`config.mk`:
```
export PLATFORM = sky130hd
export DESIGN_NAME = switch_merge_flat
export DESIGN_NICKNAME = d
export VERILOG_FILES = /design/src/rtl/switch_pkg.sv /design/src/rtl/switch_merge_if.sv /design/src/rtl/rr_arbiter.sv /design/src/rtl/switch_merge.sv /design/src/flat_wrapper.sv
export SDC_FILE = /design/constraint.sdc
export NUM_CORES = 1
export LEC_CHECK = 0
export CAP_MARGIN = 20
export CORE_AREA = 2 2 441 443
export CTS_CLUSTER_SIZE = 12
export DETAILED_ROUTE_END_ITERATION = 12
export DIE_AREA = 0 0 443 445
export PLACE_DENSITY = 0.3
export RECOVER_POWER = 50
export REMOVE_ABC_BUFFERS = 1
export SLEW_MARGIN = 30
export SYNTH_ARGS = -nofsm -noshare
export SYNTH_HDL_FRONTEND = slang
export SYNTH_SLANG_ARGS = --single-unit
```
`constraint.sdc`:
```
create_clock -name clk -period 11.06 [get_ports clk]
set_clock_uncertainty 0.15 [all_clocks]
set_input_delay 2.765 -clock clk [delete_from_list [all_inputs] [get_ports clk]]
set_output_delay 2.765 -clock clk [all_outputs]
set_load 0.05 [all_outputs]
```
`src/rtl/switch_pkg.sv`:
```
// Shared constants and types for the N:1 egress merge slice.
package switch_pkg;

    localparam int SWITCH_WIDTH = 64;
    localparam int SWITCH_PORTS = 16;
    localparam int SWITCH_IDXW  = $clog2(SWITCH_PORTS);

    typedef logic [SWITCH_IDXW-1:0]  port_idx_t;
    typedef logic [SWITCH_WIDTH-1:0] word_t;

endpackage

```
`src/rtl/switch_merge_if.sv`:
```
// Per-port ingress handshake plus the single egress stream of switch_merge.
interface switch_merge_if
    import switch_pkg::*;
#(
    parameter int WIDTH = SWITCH_WIDTH,
    parameter int PORTS = SWITCH_PORTS,
    parameter int IDXW  = $clog2(PORTS)
) ();

    logic [PORTS-1:0] in_valid;
    logic [WIDTH-1:0] in_data [PORTS-1:0];
    logic [PORTS-1:0] in_last;
    logic [PORTS-1:0] in_ready;
    logic             out_valid;
    logic [WIDTH-1:0] out_data;
    logic [IDXW-1:0]  out_port;
    logic             out_last;
    logic             out_ready;

    modport master (
        output in_valid, in_data, in_last, out_ready,
        input  in_ready, out_valid, out_data, out_port, out_last
    );

    modport slave (
        input  in_valid, in_data, in_last, out_ready,
        output in_ready, out_valid, out_data, out_port, out_last
    );

endinterface

```
`src/rtl/rr_arbiter.sv`:
```
// Round-robin arbiter: scans upward from rr_ptr, or grants only lock_idx when locked.
module rr_arbiter #(
    parameter int N  = 16,
    parameter int IW = $clog2(N)
) (
    input  logic          clk,
    input  logic          rst,
    input  logic [N-1:0]  req,
    input  logic          enable,
    input  logic          advance,
    input  logic          lock,
    input  logic [IW-1:0] lock_idx,
    output logic [N-1:0]  gnt,
    output logic [IW-1:0] gnt_idx
);

    logic [IW-1:0] rr_ptr;
    logic [IW-1:0] cand;
    logic          hit;

    // N is a power of two, so the IW-bit sum wraps PORTS-1 -> 0 for free.
    always_comb begin
        hit     = 1'b0;
        gnt_idx = '0;
        cand    = '0;
        gnt     = '0;
        if (lock) begin
            hit     = req[lock_idx];
            gnt_idx = lock_idx;
        end else begin
            for (int i = 0; i < N; i++) begin
                cand = rr_ptr + IW'(i);
                if (!hit && req[cand]) begin
                    hit     = 1'b1;
                    gnt_idx = cand;
                end
            end
        end
        if (enable && hit) gnt[gnt_idx] = 1'b1;
    end

    always_ff @(posedge clk) begin
        if (rst) begin
            rr_ptr <= '0;
        end else if (advance) begin
            rr_ptr <= gnt_idx + IW'(1);
        end
    end

endmodule

```
`src/rtl/switch_merge.sv`:
```
// N:1 round-robin merge with one registered egress stage.
// Optional packet lock with SWITCH_MERGE_LOCK_EN.
module switch_merge
    import switch_pkg::*;
#(
    parameter int WIDTH = SWITCH_WIDTH,
    parameter int PORTS = SWITCH_PORTS,
    parameter int IDXW  = $clog2(PORTS)
) (
    input logic           clk,
    input logic           rst,
    switch_merge_if.slave bus
);

    logic             load_en;
    logic             xfer;
    logic             advance;
    logic             lock;
    logic [IDXW-1:0]  lock_port;
    logic [IDXW-1:0]  g;
    logic [PORTS-1:0] gnt;

    assign load_en = !bus.out_valid || bus.out_ready;

    rr_arbiter #(
        .N  (PORTS),
        .IW (IDXW)
    ) u_arb (
        .clk      (clk),
        .rst      (rst),
        .req      (bus.in_valid),
        .enable   (load_en && !rst),
        .advance  (advance),
        .lock     (lock),
        .lock_idx (lock_port),
        .gnt      (gnt),
        .gnt_idx  (g)
    );

    assign bus.in_ready = gnt;
    assign xfer         = |gnt;

`ifdef SWITCH_MERGE_LOCK_EN
    // Pointer only moves when a packet closes, so a lock never shifts fairness.
    assign advance = xfer && bus.in_last[g];

    always_ff @(posedge clk) begin
        if (rst) begin
            lock      <= 1'b0;
            lock_port <= '0;
        end else if (xfer) begin
            lock      <= !bus.in_last[g];
            lock_port <= g;
        end
    end
`else
    assign advance   = xfer;
    assign lock      = 1'b0;
    assign lock_port = '0;
`endif

    always_ff @(posedge clk) begin
        if (rst) begin
            bus.out_valid <= 1'b0;
            bus.out_data  <= '0;
            bus.out_port  <= '0;
            bus.out_last  <= 1'b0;
        end else if (load_en) begin
            bus.out_valid <= xfer;
            if (xfer) begin
                bus.out_data <= bus.in_data[g];
                bus.out_port <= g;
                bus.out_last <= bus.in_last[g];
            end
        end
    end

endmodule

```
`src/flat_wrapper.sv`:
```
// flat-port wrapper written by rule: the top's interface ports become plain ports
module switch_merge_flat import switch_pkg::*;
#(
    parameter int WIDTH = SWITCH_WIDTH,
    parameter int PORTS = SWITCH_PORTS,
    parameter int IDXW  = $clog2(PORTS)
)
  (clk, rst, bus_in_valid, bus_in_data, bus_in_last, bus_out_ready, bus_in_ready, bus_out_valid, bus_out_data, bus_out_port, bus_out_last);
  switch_merge_if #(.WIDTH(WIDTH), .PORTS(PORTS), .IDXW(IDXW)) bus_i ();
  input logic clk;
  input logic rst;
  input wire logic [$bits(bus_i.in_valid)-1:0] bus_in_valid;
  input wire logic [$bits(bus_i.in_data)-1:0] bus_in_data;
  input wire logic [$bits(bus_i.in_last)-1:0] bus_in_last;
  input wire logic [$bits(bus_i.out_ready)-1:0] bus_out_ready;
  output wire logic [$bits(bus_i.in_ready)-1:0] bus_in_ready;
  output wire logic [$bits(bus_i.out_valid)-1:0] bus_out_valid;
  output wire logic [$bits(bus_i.out_data)-1:0] bus_out_data;
  output wire logic [$bits(bus_i.out_port)-1:0] bus_out_port;
  output wire logic [$bits(bus_i.out_last)-1:0] bus_out_last;
  assign bus_i.in_valid = bus_in_valid;
  assign bus_i.in_data = {>>{bus_in_data}};
  assign bus_i.in_last = bus_in_last;
  assign bus_i.out_ready = bus_out_ready;
  assign bus_in_ready = bus_i.in_ready;
  assign bus_out_valid = bus_i.out_valid;
  assign bus_out_data = bus_i.out_data;
  assign bus_out_port = bus_i.out_port;
  assign bus_out_last = bus_i.out_last;
  switch_merge #(.WIDTH(WIDTH), .PORTS(PORTS), .IDXW(IDXW)) u_core (.clk(clk), .rst(rst), .bus(bus_i));
endmodule
```
==> results of run 1 <==
[layer usage]
layer | part of all wire | vias to the layer above | GRT usage
met4 | 0.022 | 28 | 0.0421
li1 | - | 10303 | -
met2 | 0.51 | 804 | 0.263
met3 | 0.069 | 130 | 0.0428
met5 | 0.0011 | - | 0
met1 | 0.40 | 10273 | 0.175
[report_power, final]
part / switching, uW / internal (uW)
sequential: 73.5 / 373
clock: 211 / 223
combinational: 6610 / 2900
total: 6900 / 3490
[flip-flops by register name (all words and copies together), names as in the netlist]
name                  count
u_core.u_arb.rr_ptr       4
u_core.bus.out_last       1
u_core.bus.out_valid      1
u_core.bus.out_port       4
u_core.bus.out_data      64
[logic make-up (layout without fill, tap and decap cells)]
group	after synthesis	count (layout)	share of synthesized area
AO/OA/AOI/OAI	331	331	0.126
buffers and inverters	226	1207	0.0764
adder cells (fa/ha/maj)	7	7	0.00609
multiplexers	259	259	0.208
other	0	28	0
XOR/XNOR	13	13	0.00844
flip-flops	74	74	0.103
AND/OR/NAND/NOR	1498	1498	0.473
[cells in the final DEF (no fill, tap or decap), types with 4 or more instances in the layout]
cell type           n
nand3b_1            4
and2_1              5
buf_4              38
mux2_1              8
o21ai_1            60
xor2_1              4
mux4_2             28
dfxtp_1            74
mux2_2              9
clkbuf_1            5
nor2_1            174
nand3_1           404
buf_12             14
clkbuf_16           9
a21oi_1           208
nor4_2             55
o21ai_0            17
nand2b_1            8
mux2i_1           211
nor3_1              7
ha_1                7
nand2_1           801
a31oi_1             4
dlygate4sd3_1      69
nor4_1             15
xnor2_1             8
clkdlybuf4s50_1  1056
inv_1               7
diode_2            28
[path summary, 6_finish.rpt]
kind	start	end	slack [ns]	cells after the start
worst max register to register	u_core.u_arb.rr_ptr[1]	u_core.bus.out_data[0]	1.76	16
worst max-delay path	bus_in_valid[14]	bus_in_ready[7]	0.63	14
worst min-delay path	u_core.bus.out_port[3]	u_core.bus.out_port[3]	0.35	2
worst min register to register	u_core.bus.out_port[3]	u_core.bus.out_port[3]	0.35	2
[synthesized netlist by cell type, types with 3 or more instances]
cell type  number
nand4_1         3
mux2_1          8
xnor2_1         8
nand4b_1        3
dfxtp_1        74
and2_1          6
o21a_1          3
o21ai_1        61
ha_1            7
mux2_2          9
a21oi_1       210
nand3b_1        4
nand2b_1        8
nand2_1       802
buf_4          17
xor2_1          4
nor4_1         15
a31oi_1         4
mux4_2         28
buf_6           6
nor2_1        174
a21o_1          3
nor2b_1         3
nor3_1          7
mux2i_1       211
inv_1           7
buf_2         110
nand3_1       405
buf_1          13
a311oi_1        3
nor4_2         55
o21ai_0        17
clkbuf_1       71
[layout make-up]
cell class | count | area [um2] | area share
Antenna cell | 28 | 70.1 | 0.00243
Clock buffer | 10 | 229 | 0.00794
Clock inverter | 6 | 115 | 0.00399
Inverter | 8 | 30.0 | 0.00104
Multi-Input combinational cell | 2108 | 11900 | 0.412
Sequential cell | 74 | 1480 | 0.0514
Tap cell | 2526 | 3160 | 0.110
Timing Repair Buffer | 1183 | 11900 | 0.411
[worst max-delay path, cell delays in order]
cell	delay (ns)
dlygate4sd3_1	0.64
mux4_2	0.54
mux2i_1	0.26
o211ai_1	0.27
nand4b_1	0.35
clkbuf_1	0.28
or4_1	0.77
nor3_1	0.25
a311o_2	0.20
a21o_4	0.23
nand3_1	0.19
nor2_1	0.39
buf_4	0.23
buf_12	0.14
[metrics by stage]
step,utilization,setup TNS [ns]
finish,0.150,0
global route,0.150,0
CTS,0.150,0
detailed placement,0.148,0
global placement,0.148,0
floorplan,-,-1308.40
==> impl_metrics.toml, run 1 <==
[clock_network]
cts_tree = "done"
cts_made_buffers = 9
htreeDepth = 3
cts-root-buf = "clkbuf_16"
post_cts_buffers = 0
cts_hold_buf = 0
insertion_delay_ns = 0.43
cts_sinks = 74
cts_max_path_buffers = 2
cts_resized = 0
clk_pin_slew_ns = 0.08

[place]
post_dp_cell_area_um2 = 28500
placedCellCount = 5899
io_buffer_count = 1144
dpl.hpwl_um = 124000
place_congestion = 0.858
dpl_worst_slack_ns = 0.749

[global_route]
grt_pass1_wl_um = 201000
antenna_found_initial = 68
overflow = 0
grt_usage = 0.149
grt_max_degree = 141
grt_pass1_vias = 22341

[cells_and_area]
final_cell_area_um2 = 28800
drive_above_1_share = 0.0540
nets = 4450
stdcell_count = 5943
fill_cells = 22295
syn_to_final_growth_pct = 100

[floorplan]
std_cell_rows = 161
dieHeight_um = 445
die-width_um = 443
initial_core_util = 0.0749
dieArea_um2 = 197000
core_area_um2 = 192000
io_pins = 1145

[sta]
fin_ws_ns = 0.630
worst_slew_pin_slew_ns = 3.79
relSlewSlack = -1.53
timing.fmax_ghz = 0.0959
period_share = 0.943
setup_viol = 0
hold_ws_ns = 0.346
rsz0062_at_grt = "no"
finalHoldViolations = 0
drv_slew = 111
period_needed_ns = 10.43

[power_and_ir_drop]
powerDensity_nw_per_um2 = 360
p_total_uw = 10400
p_leak_uw = 0.0110
irDropWorstVdd_mv = 0.355

[route]
vias = 21538
via_per_inst = 3.62
drt_first_pass_iters = 6
drt_iter0_drc = 1475
drc_errors = 0
wl_um = 154000
wl_per_cell_um = 25.8
drt.antenna.violating_nets = 0

[setup_path]
crit_path_max_fanout = 14
worst_setup_path_end_kind = "primary output"
cp.required_ns = 8.15
critPathKind = "input pin to primary output"
critical_path.startpoint_type = "input pin"
worstPathArrival_ns = 7.51

[synth]
ys_types = 69
ys_warn_count = 0
ys_ff_latch = 74
synth.yosys.seq_area_share = 0.103
netlist_area_um2 = 14400
synth.top_cell.area_share = 0.209
synth_edf_count = 0
synth_top_area_cell = "nand2_1"
netlist_instances = 2408
yosys-top-cells-area = "nand2_1 (21%), mux2i_1 (15%), nand3_1 (14%), dfxtp_1 (10%), a21oi_1 (7.3%)"
ys.flop_type = "dfxtp_1"
ys_async_sr_fraction = 0
synth.avg_cell_area_um2 = 5.97

[outcome]
outcome = "finished, violations left"
failed_checks = "capacitance limit, slew limit"

[worst_hold_path]
worstHoldPathType = "register to register"

[job]
maxCapViolations = 3
No activity file was read; power rests on OpenSTA's default activity.
==> inputs of run 2 (changes only) <==
- clock period: 11.06 -> 10 ns (I/O delays scaled with it)
==> impl_metrics.toml, run 2 (same netlist as run 1, synthesis figures left out) <==
[global_route]
antenna_found_initial = 64
grt_max_degree = 146
grt_pass1_wl_um = 201000
grt_pass1_vias = 21970
grt_usage = 0.150
overflow = 0

[cells_and_area]
top_register = "u_core.bus.out_data"
nets = 4459
drive_above_1_share = 0.0565
stdcell_count = 5935
final_cell_area_um2 = 29000
syn_to_final_growth_pct = 102
top_regs = "u_core.bus.out_data: 64 flops, u_core.bus.out_port: 4 flops, u_core.u_arb.rr_ptr: 4 flops"
final_cell_mix = "clkdlybuf4s50_1 (1056), nand2_1 (800), nand3_1 (404), mux2i_1 (211), a21oi_1 (208)"
final_common_cell = "clkdlybuf4s50_1"
largest_reg_flops = 64
final_util = 0.151

[floorplan]
die-width_um = 443
dieArea_um2 = 197000
dieHeight_um = 445
io_pins = 1145
initial_core_util = 0.0749
std_cell_rows = 161
core_area_um2 = 192000

[power_and_ir_drop]
netSwitchingPower_uw = 7660
comb_power_share = 0.917
power.internal_uw = 4000
p_leak_uw = 0.0111
seqPwrFrac = 0.042
pwr-share-clk = 0.040
irDropWorstVdd_mv = 0.356
powerDensity_nw_per_um2 = 402
swShare = 0.657

[sta]
drv_slew = 152
setup_viol = 0
fin_setup_tns_ns = 0
rsz0062_at_grt = "no"
relSlewSlack = -0.807
period_needed_ns = 9.71
finalHoldViolations = 0
worst_slew_pin_slew_ns = 2.71
hold_ws_ns = 0.345
timing.fmax_ghz = 0.103
period_share = 0.971

[route]
drt_first_pass_iters = 4
via_per_inst = 3.62
wl_um = 154000
wl_per_cell_um = 25.9
vias = 21509
drc_errors = 0
drt.antenna.violating_nets = 0
drt_iter0_drc = 1414

[setup_path]
cp.required_ns = 7.35
crit_chain = "dlygate4sd3_1 -> mux2_1 -> mux4_2 -> mux2i_2 -> nand4b_2 -> or4_1 -> a31oi_1 -> o21a_4 -> nand3_1 -> nor2_1 -> buf_4 -> buf_12"
ff2ff_path_depth = 15
crit_path_max_fanout = 9
worstPathArrival_ns = 7.06
critical_path.startpoint_type = "input pin"
slowest_delay_ns = 0.77
slowest_stage = "or4_1"
critPathKind = "input pin to primary output"
worst_setup_path_end_kind = "primary output"

[worst_hold_path]
hold_depth = 2
worstHoldPathType = "register to register"

[clock_network]
clk_pin_slew_ns = 0.08
insertion_delay_ns = 0.44
cts_sinks = 74
cts_max_path_buffers = 2
cts_hold_buf = 0
cts-root-buf = "clkbuf_16"
htreeDepth = 3
cts_made_buffers = 9
cts_tree = "done"

[outcome]
failed_checks = "capacitance limit, slew limit"
outcome = "finished, violations left"

[place]
post_dp_cell_area_um2 = 28700
placedCellCount = 5907
io_buffer_count = 1144
place_congestion = 0.849
dpl.hpwl_um = 127000

[job]
maxCapViolations = 3
## run 2: changes by cell type in the layout (fill, tap and decap cells not counted), moves of 2 or more
cell and change:
buf_12 +12, buf_4 -3, diode_2 -17, nand2_4 +2
## run 2: worst max-delay path: cells and delay by family
family,cells,cell delay (ns)
and+or+nand+nor,4,1.66
muxes,3,1.28
buffers and inverters,3,0.97
AOI/OAI and AO/OA,2,0.64
## run 2: repair_timing
item | in CTS | in global routing
setup buffers | 0 | 1
endpoints found under the setup margin | 0 | 4
resized for setup | 0 | 1
## run 2: cell type report
cell class / count / area, um2
Fill cell: 22305 / 163000
Timing Repair Buffer: 1192 / 12100
Multi-Input combinational cell: 2108 / 11900
Tap cell: 2526 / 3160
Sequential cell: 74 / 1480
Clock buffer: 10 / 229
Clock inverter: 6 / 115
Inverter: 8 / 30.0
Antenna cell: 11 / 27.5
## run 2: worst paths after layout
path	from	to	slack (ns)
min	u_core.bus.out_port[2]	u_core.bus.out_port[2]	0.34
min reg2reg	u_core.bus.out_port[2]	u_core.bus.out_port[2]	0.34
max	bus_in_valid[13]	bus_in_ready[7]	0.29
max reg2reg	u_core.u_arb.rr_ptr[0]	u_core.bus.out_data[51]	1.67
## run 2: power by group through the flow
stage | Clock, uW | Sequential [uW] | Combinational, uW
final | 470 | 493 | 10700
after global routing | 514 | 511 | 11700
after CTS | 519 | 506 | 11000
after floorplan | 0 | 948 | 4880
after detailed placement | 0 | 511 | 10900
after global placement | 0 | 510 | 11000
## run 2: layer usage
layer  vias to the layer above  GRT usage  routed length [um]
met5                         -          0                 156
met2                       737      0.278               80600
met1                     10322      0.176               62700
met4                        24     0.0228                1790
li1                      10300          -                   -
met3                       126     0.0334                8730
## run 2: through the flow
step,total power [uW],worst slack (ns)
after floorplan,5830,-21.44
after global placement,11500,0.295
after detailed placement,11500,0.317
after CTS,12000,0.273
after global routing,12700,0.168
final,11700,0.286
==> inputs of run 3 (changes only) <==
- CORE_AREA: 2 2 441 443 -> 2 2 451 453
- DIE_AREA: 0 0 443 445 -> 0 0 453 455
- SYNTH_HIERARCHICAL: default -> 1
==> impl_metrics.toml, run 3 <==
[outcome]
outcome = "finished clean"

[global_route]
overflow = 0
grt_usage = 0.147
grt_pass1_vias = 17021
grtUsageMet1 = 0.159
grt_pass1_wl_um = 194000
antenna_found_initial = 148
gr-usage-met2 = 0.276
use_met3 = 0.0493
busiest_layer = "met2"
grt_max_degree = 122

[synth]
synth_top_area_cell = "mux4_2"
synth_top_family_by_area = "multiplexers"
synth.most_common_cell = "mux4_2"
synthAdderAreaFrac = 0.00814
yosys.area_share.simple = 0.0688
netlist_instances = 1107
synth.top_cell.area_share = 0.471
synthTopCellsByCount = "mux4_2 (289), mux2i_1 (96), inv_1 (87), mux2_2 (83)"
ys_ff_latch = 74
ys_warn_count = 6
synth-compound-area-share = 0.114
synth_edf_count = 0
yosys-top-cells-area = "mux4_2 (47%), dfxtp_1 (11%), mux2i_1 (7.0%), mux2_2 (6.8%), o221ai_2 (6.2%)"
synth.avg_cell_area_um2 = 12.5
ys_async_sr_fraction = 0
netlist_area_um2 = 13800
synth_xor_area_frac = 0.00633
synth.yosys.seq_area_share = 0.107
synth_mux_area_frac = 0.624
ys_types = 78
ys.flop_type = "dfxtp_1"

[sta]
period_needed_ns = 9.67
fin_setup_tns_ns = 0
fin_ws_ns = 0.329
worst_slew_pin_slew_ns = 1.39
hold_ws_ns = 0.348
rsz0062_at_grt = "no"
relSlewSlack = 0.0735
finalHoldViolations = 0
timing.fmax_ghz = 0.103
drv_slew = 0
period_share = 0.967
setup_viol = 0

[setup_path]
cp.required_ns = 7.35
crit_chain = "dlygate4sd3_1 -> mux4_1 -> mux4_2 -> nor4b_4 -> nand4_4 -> nor4b_4 -> a221o_2 -> a2bb2oi_2 -> o21ai_1 -> inv_1 -> nand3_1 -> nor2_1 -> buf_12"
ff2ff_path_depth = 19
critPathKind = "input pin to primary output"
critPathBufInv = 3
slowest_stage = "mux4_1"
r2r_slack_ns = 2.17
slowest_delay_ns = 0.68
critical-path-top-delay-family = "simple AND/OR/NAND/NOR gates"
worstPathArrival_ns = 7.02
r2r_end = "u_core/bus.out_data[30]"
r2r-start = "u_core/u_arb/rr_ptr[1]"
crit_path_max_fanout = 9
worst_setup_path_end_kind = "primary output"
critical_path.startpoint_type = "input pin"
cpMostUsedCell = "nor4b_4"

[power_and_ir_drop]
irDropWorstVdd_mv = 0.265
powerDensity_nw_per_um2 = 236
netSwitchingPower_uw = 3540
p_leak_uw = 0.00928
p_total_uw = 6830
power.internal_uw = 3290
pwr-share-clk = 0.066
comb_power_share = 0.873
swShare = 0.518
seqPwrFrac = 0.062

[cells_and_area]
top_register = "u_core/bus.out_data"
final_cell_area_um2 = 28900
nets = 3256
top_regs = "u_core/bus.out_data: 64 flops, u_core/bus.out_port: 4 flops, u_core/u_arb/rr_ptr: 4 flops"
final_common_cell = "clkdlybuf4s50_1"
largest_reg_flops = 64
syn_to_final_growth_pct = 109
fill_cells = 22605
drive_above_1_share = 0.238
final_cell_mix = "clkdlybuf4s50_1 (1057), mux4_2 (289), mux2i_1 (96), inv_1 (85), mux2_2 (83)"

[place]
place_congestion = 0.863
dpl.hpwl_um = 139000
dpl_worst_slack_ns = 0.399
io_buffer_count = 1144
post_dp_cell_area_um2 = 28600

[clock_network]
cts_made_buffers = 9
cts_max_path_buffers = 2
cts_tree = "done"
htreeDepth = 3
insertion_delay_ns = 0.42
post_cts_buffers = 0
clk_pin_slew_ns = 0.07
cts_sinks = 74
cts-root-buf = "clkbuf_16"
cts_hold_buf = 0
cts_resized = 0

[route]
drt_iter0_drc = 861
wl_per_cell_um = 32.1
wl_um = 157000
drt_first_pass_iters = 5
drc_errors = 0
via_per_inst = 3.30
drt.antenna.violating_nets = 0
vias = 16124

[floorplan]
dieHeight_um = 455
std_cell_rows = 165
core_area_um2 = 201000
dieArea_um2 = 206000
io_pins = 1145
die-width_um = 453
initial_core_util = 0.0687

[job]
maxCapViolations = 0

[worst_hold_path]
min-delay-start = "u_core/bus.out_port[1]"
hold_depth = 2
worstHoldPathType = "register to register"
holdPathEnd = "u_core/bus.out_port[1]"
[run 3: worst min-delay path: stages, from the launching register on]
cell     delay, ns
dfxtp_1       0.33
mux2i_1       0.06
nor2_1        0.07
[run 3: metrics by stage]
step,util,cells
floorplan,-,996
global placement,0.142,4849
detailed placement,0.142,4849
CTS,0.144,4865
global route,0.144,4873
finish,0.144,4891
[run 3: power groups by stage]
stage / Combinational (uW) / Sequential (uW) / Clock (uW)
final: 5960 / 421 / 449
after detailed placement: 6120 / 431 / 0
after global placement: 6150 / 430 / 0
after global routing: 6350 / 430 / 486
after CTS: 6130 / 425 / 495
after floorplan: 4460 / 653 / 0
[run 3: cell type report]
type | count | area [um2] | share of cell area
diodes | 26 | 65.1 | 0.00225
multi-input cells | 834 | 11400 | 0.395
repair buffers | 1181 | 11900 | 0.413
clock buffers | 12 | 267 | 0.00921
clock inverters | 4 | 72.6 | 0.00251
inverters | 88 | 345 | 0.0119
flip-flops and latches | 74 | 1480 | 0.0512
well taps | 2672 | 3340 | 0.115
[run 3: how the worst max path moves through the flow]
| stage | startpoint | endpoint | slack [ns] | cells past startpoint |
|---|---|---|---|---|
| after floorplan | bus_in_valid[14] | u_core/bus.out_data[54] | -10.40 | 14 |
| after global placement | bus_in_valid[15] | bus_in_ready[15] | 0.35 | 13 |
| after detailed placement | bus_in_valid[15] | bus_in_ready[15] | 0.40 | 13 |
| after CTS | bus_in_valid[12] | bus_in_ready[15] | 0.37 | 13 |
| after global routing | bus_in_valid[15] | bus_in_ready[12] | 0.12 | 13 |
| final | bus_in_valid[15] | bus_in_ready[15] | 0.33 | 13 |
[run 3: kinds of logic (layout without fill, tap and decap cells)]
group                      count (synthesis)  after routing
AOI/OAI and AO/OA                        151            151
xor gates and xnor gates                  10             10
adders and majority gates                  9              9
buffers and inverters                    209           1285
DFF                                       74             74
muxes                                    477            477
other                                      1             37
and+or+nand+nor                          176            176
[run 3: per-layer routing]
| layer | wire length [um] | share of wire |
|---|---|---|
| met2 | 85100 | 0.54 |
| met4 | 2680 | 0.017 |
| met1 | 56700 | 0.36 |
| met5 | 390 | 0.0025 |
| met3 | 12200 | 0.078 |
